File: src/rtl/uart_pkg.sv
// Shared types and helpers for the parametrised duplex UART.
package uart_pkg;

    typedef enum logic [2:0] {
        R_IDLE,
        R_START,
        R_DATA,
        R_PARITY,
        R_STOP
    } rx_state_t;

    typedef enum logic [2:0] {
        T_IDLE,
        T_START,
        T_DATA,
        T_PARITY,
        T_STOP
    } tx_state_t;

    typedef enum logic [1:0] {
        PAR_NONE = 2'd0,
        PAR_EVEN = 2'd1,
        PAR_ODD  = 2'd2
    } parity_mode_t;

    // Parity bit to transmit (or expect) for a data word zero-extended to 9 bits.
    // Even: data plus parity carries an even number of ones; odd: an odd number.
    function automatic logic calc_parity(input logic [8:0] data, input parity_mode_t mode);
        return (mode == PAR_ODD) ? ~(^data) : (^data);
    endfunction

endpackage

File: src/rtl/uart_rx_fifo.sv
// Small synchronous FIFO holding received frames {data, parity_err, frame_err}.
// A push while full is accepted only if a pop frees the head slot in the same cycle.
module uart_rx_fifo
    import uart_pkg::*;
#(
    parameter int WIDTH = 10,
    parameter int DEPTH = 4
) (
    input  logic             clk,
    input  logic             n_rst,
    input  logic             push,
    input  logic [WIDTH-1:0] push_data,
    input  logic             pop,
    output logic [WIDTH-1:0] head_data,
    output logic             full,
    output logic             empty
);
    localparam int AW = $clog2(DEPTH);

    logic [WIDTH-1:0] mem_q [DEPTH];
    logic [AW:0]      wr_ptr_q;
    logic [AW:0]      rd_ptr_q;
    logic             do_push;
    logic             do_pop;

    assign empty     = (wr_ptr_q == rd_ptr_q);
    assign full      = (wr_ptr_q[AW] != rd_ptr_q[AW]) && (wr_ptr_q[AW-1:0] == rd_ptr_q[AW-1:0]);
    assign do_pop    = pop && !empty;
    assign do_push   = push && (!full || pop);
    assign head_data = mem_q[rd_ptr_q[AW-1:0]];

    // Storage array; data needs no reset since occupancy is tracked by the pointers.
    always_ff @(posedge clk) begin
        if (do_push) begin
            mem_q[wr_ptr_q[AW-1:0]] <= push_data;
        end
    end

    // Read/write pointers with a wrap bit to tell full from empty.
    always_ff @(posedge clk or negedge n_rst) begin
        if (!n_rst) begin
            wr_ptr_q <= '0;
            rd_ptr_q <= '0;
        end else begin
            if (do_push) wr_ptr_q <= wr_ptr_q + 1'b1;
            if (do_pop)  rd_ptr_q <= rd_ptr_q + 1'b1;
        end
    end

endmodule

File: src/rtl/uart_duplex_param.sv
// Parametrised full-duplex UART with valid/ready TX, mid-bit RX sampling,
// glitch-rejecting start detection, error flags and an RX FIFO.
// Optional macro UART_LOOPBACK_EN adds a loopback port routing TX into RX.
module uart_duplex_param
    import uart_pkg::*;
#(
    parameter int DATA_BITS     = 8,
    parameter int PARITY_MODE   = 1,
    parameter int STOP_BITS     = 1,
    parameter int CLK_DIV       = 5208,
    parameter int RX_FIFO_DEPTH = 4
) (
    input  logic                 clk,
    input  logic                 n_rst,
    input  logic                 rx,
    output logic                 tx,
    input  logic [DATA_BITS-1:0] tx_data,
    input  logic                 tx_valid,
    output logic                 tx_ready,
    output logic [DATA_BITS-1:0] rx_data,
    output logic                 rx_parity_err,
    output logic                 rx_frame_err,
    output logic                 rx_valid,
    input  logic                 rx_pop,
    output logic                 rx_overrun,
    input  logic                 overrun_clr,
    output logic                 busy
`ifdef UART_LOOPBACK_EN
    ,
    input  logic                 loopback
`endif
);
    localparam int CW = $clog2(CLK_DIV);
    localparam logic [CW-1:0] CNT_LAST  = CW'(CLK_DIV - 1);
    localparam logic [CW-1:0] CNT_HALF  = CW'(CLK_DIV / 2 - 1);
    localparam logic [3:0]    LAST_DATA = 4'(DATA_BITS - 1);
    localparam logic [3:0]    LAST_STOP = 4'(STOP_BITS - 1);
    localparam bit            PAR_EN    = (PARITY_MODE != 0);
    localparam parity_mode_t  PAR_MODE  = parity_mode_t'(PARITY_MODE);
    localparam int            EW        = DATA_BITS + 2;

    // ---------------- RX synchroniser ----------------
    logic rx_meta_q;
    logic rx_sync_q;
    logic rx_bit;

    // Two-flop synchroniser for the asynchronous rx pin; idles high.
    always_ff @(posedge clk or negedge n_rst) begin
        if (!n_rst) begin
            rx_meta_q <= 1'b1;
            rx_sync_q <= 1'b1;
        end else begin
            rx_meta_q <= rx;
            rx_sync_q <= rx_meta_q;
        end
    end

    // ---------------- TX datapath/FSM ----------------
    tx_state_t            tx_state_q, tx_state_d;
    logic [CW-1:0]        tx_cnt_q, tx_cnt_d;
    logic [3:0]           tx_idx_q, tx_idx_d;
    logic [DATA_BITS-1:0] tx_shift_q, tx_shift_d;
    logic                 tx_par_q, tx_par_d;
    logic                 tx_bit_q, tx_bit_d;

`ifdef UART_LOOPBACK_EN
    assign rx_bit = loopback ? tx_bit_q : rx_sync_q;
    assign tx     = loopback ? 1'b1 : tx_bit_q;
`else
    assign rx_bit = rx_sync_q;
    assign tx     = tx_bit_q;
`endif

    assign tx_ready = (tx_state_q == T_IDLE);

    // TX state register; the line bit is registered so the pin never glitches.
    always_ff @(posedge clk or negedge n_rst) begin
        if (!n_rst) begin
            tx_state_q <= T_IDLE;
            tx_cnt_q   <= '0;
            tx_idx_q   <= '0;
            tx_shift_q <= '0;
            tx_par_q   <= 1'b0;
            tx_bit_q   <= 1'b1;
        end else begin
            tx_state_q <= tx_state_d;
            tx_cnt_q   <= tx_cnt_d;
            tx_idx_q   <= tx_idx_d;
            tx_shift_q <= tx_shift_d;
            tx_par_q   <= tx_par_d;
            tx_bit_q   <= tx_bit_d;
        end
    end

    // TX next state: each bit lasts CLK_DIV cycles; the next line bit is chosen on the transition.
    always_comb begin
        tx_state_d = tx_state_q;
        tx_cnt_d   = tx_cnt_q;
        tx_idx_d   = tx_idx_q;
        tx_shift_d = tx_shift_q;
        tx_par_d   = tx_par_q;
        tx_bit_d   = tx_bit_q;
        case (tx_state_q)
            T_IDLE: begin
                tx_bit_d = 1'b1;
                if (tx_valid) begin
                    tx_shift_d = tx_data;
                    tx_par_d   = calc_parity(9'(tx_data), PAR_MODE);
                    tx_cnt_d   = '0;
                    tx_bit_d   = 1'b0;
                    tx_state_d = T_START;
                end
            end
            T_START: begin
                if (tx_cnt_q == CNT_LAST) begin
                    tx_cnt_d   = '0;
                    tx_idx_d   = '0;
                    tx_bit_d   = tx_shift_q[0];
                    tx_state_d = T_DATA;
                end else begin
                    tx_cnt_d = tx_cnt_q + 1'b1;
                end
            end
            T_DATA: begin
                if (tx_cnt_q == CNT_LAST) begin
                    tx_cnt_d = '0;
                    if (tx_idx_q == LAST_DATA) begin
                        tx_idx_d = '0;
                        if (PAR_EN) begin
                            tx_bit_d   = tx_par_q;
                            tx_state_d = T_PARITY;
                        end else begin
                            tx_bit_d   = 1'b1;
                            tx_state_d = T_STOP;
                        end
                    end else begin
                        tx_idx_d   = tx_idx_q + 4'd1;
                        tx_shift_d = {1'b0, tx_shift_q[DATA_BITS-1:1]};
                        tx_bit_d   = tx_shift_q[1];
                    end
                end else begin
                    tx_cnt_d = tx_cnt_q + 1'b1;
                end
            end
            T_PARITY: begin
                if (tx_cnt_q == CNT_LAST) begin
                    tx_cnt_d   = '0;
                    tx_idx_d   = '0;
                    tx_bit_d   = 1'b1;
                    tx_state_d = T_STOP;
                end else begin
                    tx_cnt_d = tx_cnt_q + 1'b1;
                end
            end
            T_STOP: begin
                tx_bit_d = 1'b1;
                if (tx_cnt_q == CNT_LAST) begin
                    tx_cnt_d = '0;
                    if (tx_idx_q == LAST_STOP) begin
                        tx_state_d = T_IDLE;
                    end else begin
                        tx_idx_d = tx_idx_q + 4'd1;
                    end
                end else begin
                    tx_cnt_d = tx_cnt_q + 1'b1;
                end
            end
            default: begin
                tx_bit_d   = 1'b1;
                tx_state_d = T_IDLE;
            end
        endcase
    end

    // ---------------- RX FSM ----------------
    rx_state_t            rx_state_q, rx_state_d;
    logic [CW-1:0]        rx_cnt_q, rx_cnt_d;
    logic [3:0]           rx_idx_q, rx_idx_d;
    logic [DATA_BITS-1:0] rx_shift_q, rx_shift_d;
    logic                 rx_perr_q, rx_perr_d;
    logic                 rx_push;
    logic [EW-1:0]        rx_push_entry;

    // RX state register.
    always_ff @(posedge clk or negedge n_rst) begin
        if (!n_rst) begin
            rx_state_q <= R_IDLE;
            rx_cnt_q   <= '0;
            rx_idx_q   <= '0;
            rx_shift_q <= '0;
            rx_perr_q  <= 1'b0;
        end else begin
            rx_state_q <= rx_state_d;
            rx_cnt_q   <= rx_cnt_d;
            rx_idx_q   <= rx_idx_d;
            rx_shift_q <= rx_shift_d;
            rx_perr_q  <= rx_perr_d;
        end
    end

    // RX next state: confirm start at half a bit, then sample every CLK_DIV (mid-bit).
    always_comb begin
        rx_state_d    = rx_state_q;
        rx_cnt_d      = rx_cnt_q;
        rx_idx_d      = rx_idx_q;
        rx_shift_d    = rx_shift_q;
        rx_perr_d     = rx_perr_q;
        rx_push       = 1'b0;
        rx_push_entry = {rx_shift_q, rx_perr_q, ~rx_bit};
        case (rx_state_q)
            R_IDLE: begin
                if (!rx_bit) begin
                    rx_cnt_d   = '0;
                    rx_state_d = R_START;
                end
            end
            R_START: begin
                if (rx_cnt_q == CNT_HALF) begin
                    rx_cnt_d = '0;
                    if (rx_bit) begin
                        rx_state_d = R_IDLE;
                    end else begin
                        rx_idx_d   = '0;
                        rx_perr_d  = 1'b0;
                        rx_state_d = R_DATA;
                    end
                end else begin
                    rx_cnt_d = rx_cnt_q + 1'b1;
                end
            end
            R_DATA: begin
                if (rx_cnt_q == CNT_LAST) begin
                    rx_cnt_d   = '0;
                    rx_shift_d = {rx_bit, rx_shift_q[DATA_BITS-1:1]};
                    if (rx_idx_q == LAST_DATA) begin
                        rx_state_d = PAR_EN ? R_PARITY : R_STOP;
                    end else begin
                        rx_idx_d = rx_idx_q + 4'd1;
                    end
                end else begin
                    rx_cnt_d = rx_cnt_q + 1'b1;
                end
            end
            R_PARITY: begin
                if (rx_cnt_q == CNT_LAST) begin
                    rx_cnt_d   = '0;
                    rx_perr_d  = (rx_bit != calc_parity(9'(rx_shift_q), PAR_MODE));
                    rx_state_d = R_STOP;
                end else begin
                    rx_cnt_d = rx_cnt_q + 1'b1;
                end
            end
            R_STOP: begin
                if (rx_cnt_q == CNT_LAST) begin
                    rx_cnt_d   = '0;
                    rx_push    = 1'b1;
                    rx_state_d = R_IDLE;
                end else begin
                    rx_cnt_d = rx_cnt_q + 1'b1;
                end
            end
            default: rx_state_d = R_IDLE;
        endcase
    end

    // ---------------- RX FIFO and overrun ----------------
    logic [EW-1:0] fifo_head;
    logic          fifo_full;
    logic          fifo_empty;
    logic          rx_overrun_q;
    logic          overrun_set;

    uart_rx_fifo #(
        .WIDTH (EW),
        .DEPTH (RX_FIFO_DEPTH)
    ) u_rx_fifo (
        .clk       (clk),
        .n_rst     (n_rst),
        .push      (rx_push),
        .push_data (rx_push_entry),
        .pop       (rx_pop),
        .head_data (fifo_head),
        .full      (fifo_full),
        .empty     (fifo_empty)
    );

    assign rx_data       = fifo_head[EW-1:2];
    assign rx_parity_err = fifo_head[1];
    assign rx_frame_err  = fifo_head[0];
    assign rx_valid      = !fifo_empty;
    assign overrun_set   = rx_push && fifo_full && !rx_pop;
    assign rx_overrun    = rx_overrun_q;

    // Sticky overrun flag; a new overrun wins over a simultaneous clear.
    always_ff @(posedge clk or negedge n_rst) begin
        if (!n_rst) begin
            rx_overrun_q <= 1'b0;
        end else if (overrun_set) begin
            rx_overrun_q <= 1'b1;
        end else if (overrun_clr) begin
            rx_overrun_q <= 1'b0;
        end
    end

    assign busy = (rx_state_q != R_IDLE) || (tx_state_q != T_IDLE);

endmodule

File: config.mk
export PLATFORM = sky130hd
export DESIGN_NAME = uart_duplex_param
export DESIGN_NICKNAME = d
export VERILOG_FILES = /design/src/rtl/uart_pkg.sv /design/src/rtl/uart_rx_fifo.sv /design/src/rtl/uart_duplex_param.sv
export SDC_FILE = /design/constraint.sdc
export NUM_CORES = 1
export LEC_CHECK = 0
export BUFFER_PORTS_ARGS = -buffer_cell sky130_fd_sc_hd__buf_2
export CAP_MARGIN = 15
export CORE_AREA = 2 2 119 121
export CTS_CLUSTER_SIZE = 10
export DETAILED_ROUTE_END_ITERATION = 8
export DIE_AREA = 0 0 121 123
export SLEW_MARGIN = 30
export SYNTH_ARGS = -nofsm -noshare
export SYNTH_HDL_FRONTEND = slang
export SYNTH_HIERARCHICAL = 1
export SYNTH_SLANG_ARGS = --single-unit
File: constraint.sdc
create_clock -name clk -period 2.7 [get_ports clk]
set_input_delay 0.81 -clock clk [delete_from_list [all_inputs] [get_ports clk]]
set_output_delay 0.81 -clock clk [all_outputs]
set_load 0.05 [all_outputs]
# Word-level counts from Yosys, hierarchy flattened
# Memories as Yosys holds them, arrays and structs flattened.
# Cells that the tools add are included.
# W data, S select, Z words.
# classes
eq_ne,35
reduce_logical,38
bitwise,1
muxes,54
add_sub_neg,6
# op_table
operator,count
$mux W13,5
$mux W3,13
$pmux W13 S3,1
$mux W4,9
$ne A2 B2 Y1 const B,17
$pmux W3 S5,2
$add A13 B1 Y13 const B,2
$eq A13 B13 Y1 const B,2
$pmux W13 S2,1
$mux W8,3
$reduce_xor A9 Y1,2
$pmux W8 S2,1
$mux W1,14
$eq A13 B12 Y1 const B,1
$eq A3 B2 Y1 const B,4
$pmux W4 S3,1
$reduce_bool A3 Y1,4
$reduce_and A5 Y1,2
$reduce_bool A2 Y1,5
$add A4 B1 Y4 const B,2
$eq A4 B3 Y1 const B,2
$pmux W4 S2,1
$reduce_and A2 Y1,4
$reduce_and A4 Y1,2
22 further kinds,34
# word_totals
memories,1
ram_bits,40
output_inout_bits,15
input_bits,14
regBits,68
wordCells,151
# memory_table
name,words,width,read_ports,rd_ports_with_merged_regs,wr,line_no,text
u_rx_fifo.mem_q,4,10,1,0,1,uart_rx_fifo.sv:20,logic [WIDTH-1:0] mem_q [DEPTH];

# Depth between registers and ports, before layout
# logic_depth
word_depth,7
depth_mapped,8
depth_no_buf,7

# Hierarchy
# Netlist, hierarchy kept.
# by_module_without_submodules
mod,area_each_um2,seq_area_each_um2,cells_each,instances
uart_duplex_param,3442.1,1555.2,360,1
uart_rx_fifo,1895.6,1351.3,101,1

# Worst setup path before layout
# Ideal clock, no wire load.
# synth_timing
path_type,register -> output
startpoint,register tx_state_q[1]
endpoint,output port busy
stages_incl_launch_ff,5
required_ps,1890
path_slack_ps,74
t_arrival_ps,1816
path_cell_list,dfrtp_1 buf_2 or3_1 inv_1 nand3b_1
# synth_via
elab_chain_cells,2
# synth_lines
item,line_no,text
from (decl),uart_duplex_param.sv:59,"tx_state_t tx_state_q, tx_state_d;"
from (signal assigned),uart_duplex_param.sv:86,tx_state_q <= tx_state_d;
$reduce_bool A3 Y1,uart_duplex_param.sv:305,assign busy = (rx_state_q != R_IDLE) || (tx_state_q != T_IDLE);
$logic_or A1 B1 Y1,uart_duplex_param.sv:305,
to (decl),uart_duplex_param.sv:27,output logic busy
# No other way between the ends.

# Final worst setup path
# layout_timing
startpoint,register u_rx_fifo.rd_ptr_q[0]
endpoint,output port rx_data[4]
# layout_via
elab_chain_cells,1
# layout_lines
item,line_no,text
from (decl),uart_rx_fifo.sv:22,logic [AW:0] rd_ptr_q;
from (signal assigned),uart_rx_fifo.sv:46,if (do_pop) rd_ptr_q <= rd_ptr_q + 1'b1;
$mem_v2 Z4 W10,--,
to (decl),uart_duplex_param.sv:20,"output logic [DATA_BITS-1:0] rx_data,"
# No other way between the ends.

==> results_dict.tcl <==
set metrics [dict create \
    routed_wl_mm 9.938 \
    path_delay_family "multiplexers" \
    tns_ps 0 \
    synth_xor_area_frac 0.05251 \
    routedWlPerCell_um 14.59 \
    grt_pass1_vias 3430 \
    post-route-period-util 0.9581 \
    synth_edf_count 40 \
    layoutNonFillerInstCount 681 \
    clockBufferDepth 2 \
    ys_warn_count 6 \
    totalPowerFinal_mw 3.957 \
    avgSynthCellArea_um2 11.58 \
    synth.distinct_cells 69 \
    nNetsFinal 520 \
    power_density_nw_per_um2 654.0 \
    grtUsageTotal 0.1418 \
    postSynthRegisterBits 108 \
    arrival_ps 1780 \
    max-cap-violations 0 \
    num_rows 43 \
    avgViaCountPerCell 5.238 \
    final-hold-violation-count 0 \
    drc 0 \
    ir_worst_vdd_mv 0.5084 \
    slowest_stage "mux4_2" \
    outcome "finished clean" \
    layout_setup_ws_ps 113.3 \
    critical-path-max-stage-delay_ps 540 \
    ctsRootBufferMaster "clkbuf_16" \
    place_congestion 0.8666 \
    clkSinkCount 108 \
    synthSimpleGateAreaFrac 0.1714 \
    grt_pass1_wl_mm 16.70 \
    dieWidth_um 121 \
    diodes 0 \
    max_freq_ghz 0.3866 \
    htreeDepth 3 \
    tightest_slew_ps 558.6 \
    holdPathStages 0 \
    rsz0062_at_grt "no" \
    core_area_um2 13610 \
    synth_ff_type "dfrtp_1" \
    clk_latency_ps 360 \
    grt-ovfl-total 0 \
    place_inst 665 \
    port_buffers 28 \
    whs_ps 357.8 \
    crit_type "flop to output pin" \
    setup.worst_path.start_class "flop" \
    path_clk_slew_ps 80 \
    ctsHoldBuffers 0 \
    yosysSeqAreaShare 0.5445 \
    path_max_fanout 13 \
    dieArea_um2 14880 \
    critPathCaptureType "output pin" \
    vias 3567 \
    p_leak_nw 2.550 \
    path_depth 3 \
    pre_cts_slack_ps 420.4 \
    area_delta_synth_final_pct 13.34 \
    cp_cell_sequence "buf_4, mux4_2, buf_2" \
    maxSlewHeadroom 0.6247 \
    layout_min_cycle_time_ps 2587 \
    synth_top_family_by_area "simple AND/OR/NAND/NOR gates" \
    path_buf_inv 2 \
    synth-compound-area-share 0.1088 \
    async_reset_ff_frac 0.6296 \
    syn-num-nets 485 \
    syn_area_um2 5338 \
    cts_buffers 9 \
    holdCritPathClass "flop to flop" \
    setup_viol_count_final 0 \
    antenna_found_initial 0 \
    hpwl_mm 7.022 \
    cp_data_required_time_ps 1890 \
    skew_ps 12.50 \
    ios 29 \
    fp.dieH_um 123 \
    drtPass1Iterations 5 \
    initial_core_util 0.3921 \
    ant_nets 0 \
    reg2reg_depth 7 \
    syn_inst 461 \
    synth_fa_ha_area_frac 0.02344 \
    synth_mux_area_frac 0.07337 \
    slew_viol_final 0 \
    grt_max_degree 69 \
    drive_gt1_frac 0.1876 \
    drt-initial-drc-count 236 \
    cts_tree "done" \
]
logic make-up (layout without fill, tap and decap cells):
kind of cell             count (synthesis)  count (layout)
adder cells (fa/ha/maj)                 10              10
multiplexers                            24              24
buffers and inverters                   33              73
AO/OA/AOI/OAI                           84              84
XOR/XNOR                                32              32
flip-flops                             108             108
AND/OR/NAND/NOR                        170             170
power by group:
group / switching, mW / internal, mW / total, mW
clock: 0.650 / 0.753 / 1.40
sequential: 0.106 / 1.79 / 1.90
combinational: 0.373 / 0.282 / 0.654
placed cells by master, fill, tap and decap left out, types with 3 or more instances in the layout:
cell,instances
mux4_2,10
nor3_1,7
clkbuf_16,9
nand2_1,51
nor3b_1,7
nand2b_1,3
and3_1,8
a31oi_1,13
o21ai_0,25
dfstp_2,3
a21oi_1,6
dfrtp_1,65
o22ai_1,5
edfxtp_1,40
or3_1,7
o31ai_1,4
nor2_1,38
xnor2_1,22
a22o_1,4
inv_1,18
inv_8,4
buf_4,10
buf_2,28
o41ai_1,3
nand4_1,4
a21o_1,5
xor2_1,10
ha_1,10
nand3_1,14
nand3b_1,5
mux2_2,11
stage by stage:
step | util | cell area [µm²]
after floorplan | - | 5338
after global routing | 0.4444 | 6050
after detailed placement | 0.4207 | 5727
after global placement | 0.4207 | 5727
final | 0.4444 | 6050
after CTS | 0.4441 | 6045
registers in the layout, indices dropped and copies added, names as in the netlist:
register and count:
rx_meta_q 1, rx_idx_q 4, rx_state_q 3, rx_bit 1
rx_overrun 1, u_rx_fifo/rd_ptr_q 3, u_rx_fifo/mem_q 40, tx_shift_q 8
tx_idx_q 4, tx 1, rx_shift_q 8, tx_state_q 3
rx_cnt_q 13, rx_perr_q 1, tx_cnt_q 13, u_rx_fifo/wr_ptr_q 3
tx_par_q 1
layout make-up:
cell class / instances / area (µm²)
Sequential cell: 108 / 2907
Tap cell: 180 / 225.2
Clock inverter: 7 / 92.59
Clock buffer: 9 / 225.2
Timing Repair Buffer: 39 / 235.2
Inverter: 18 / 67.56
Fill cell: 1279 / 7562
Multi-Input combinational cell: 320 / 2297
synth_stat cells, types with 10 or more instances:
master / number / area share
mux2_2: 11 / 0.023
xor2_1: 10 / 0.016
xnor2_1: 22 / 0.036
a31oi_1: 13 / 0.015
o21ai_0: 25 / 0.023
nand3_1: 14 / 0.013
nor2_1: 38 / 0.027
mux4_2: 10 / 0.042
ha_1: 10 / 0.023
inv_1: 18 / 0.013
dfrtp_1: 65 / 0.30
edfxtp_1: 40 / 0.23
nand2_1: 51 / 0.036
final timing paths:
path / from / endpoint / slack (ps)
min: rx_meta_q / rx_bit / 360
max reg2reg: rx_cnt_q[0] / u_rx_fifo/mem_q[3][0] / 400
max in group asynchronous: n_rst / rx_meta_q / 1930
min reg2reg: rx_meta_q / rx_bit / 360
min in group asynchronous: n_rst / tx_shift_q[7] / 450
max: u_rx_fifo/rd_ptr_q[0] / rx_data[4] / 110
layer usage:
layer	vias to the layer above	share of wire	GRT usage	wire length, µm
met2	65	0.51	0.2391	5033
met1	1725	0.44	0.1783	4394
met5	-	0	0	0
met4	0	0.013	0.04651	130
li1	1765	-	-	-
met3	12	0.038	0.03690	380
timing repair:
action                     in CTS  in global routing
gates resized for setup         0                  1
buffers inserted                0                  0
setup endpoints to repair       0                  1
(Power assumes the default switching activity.)
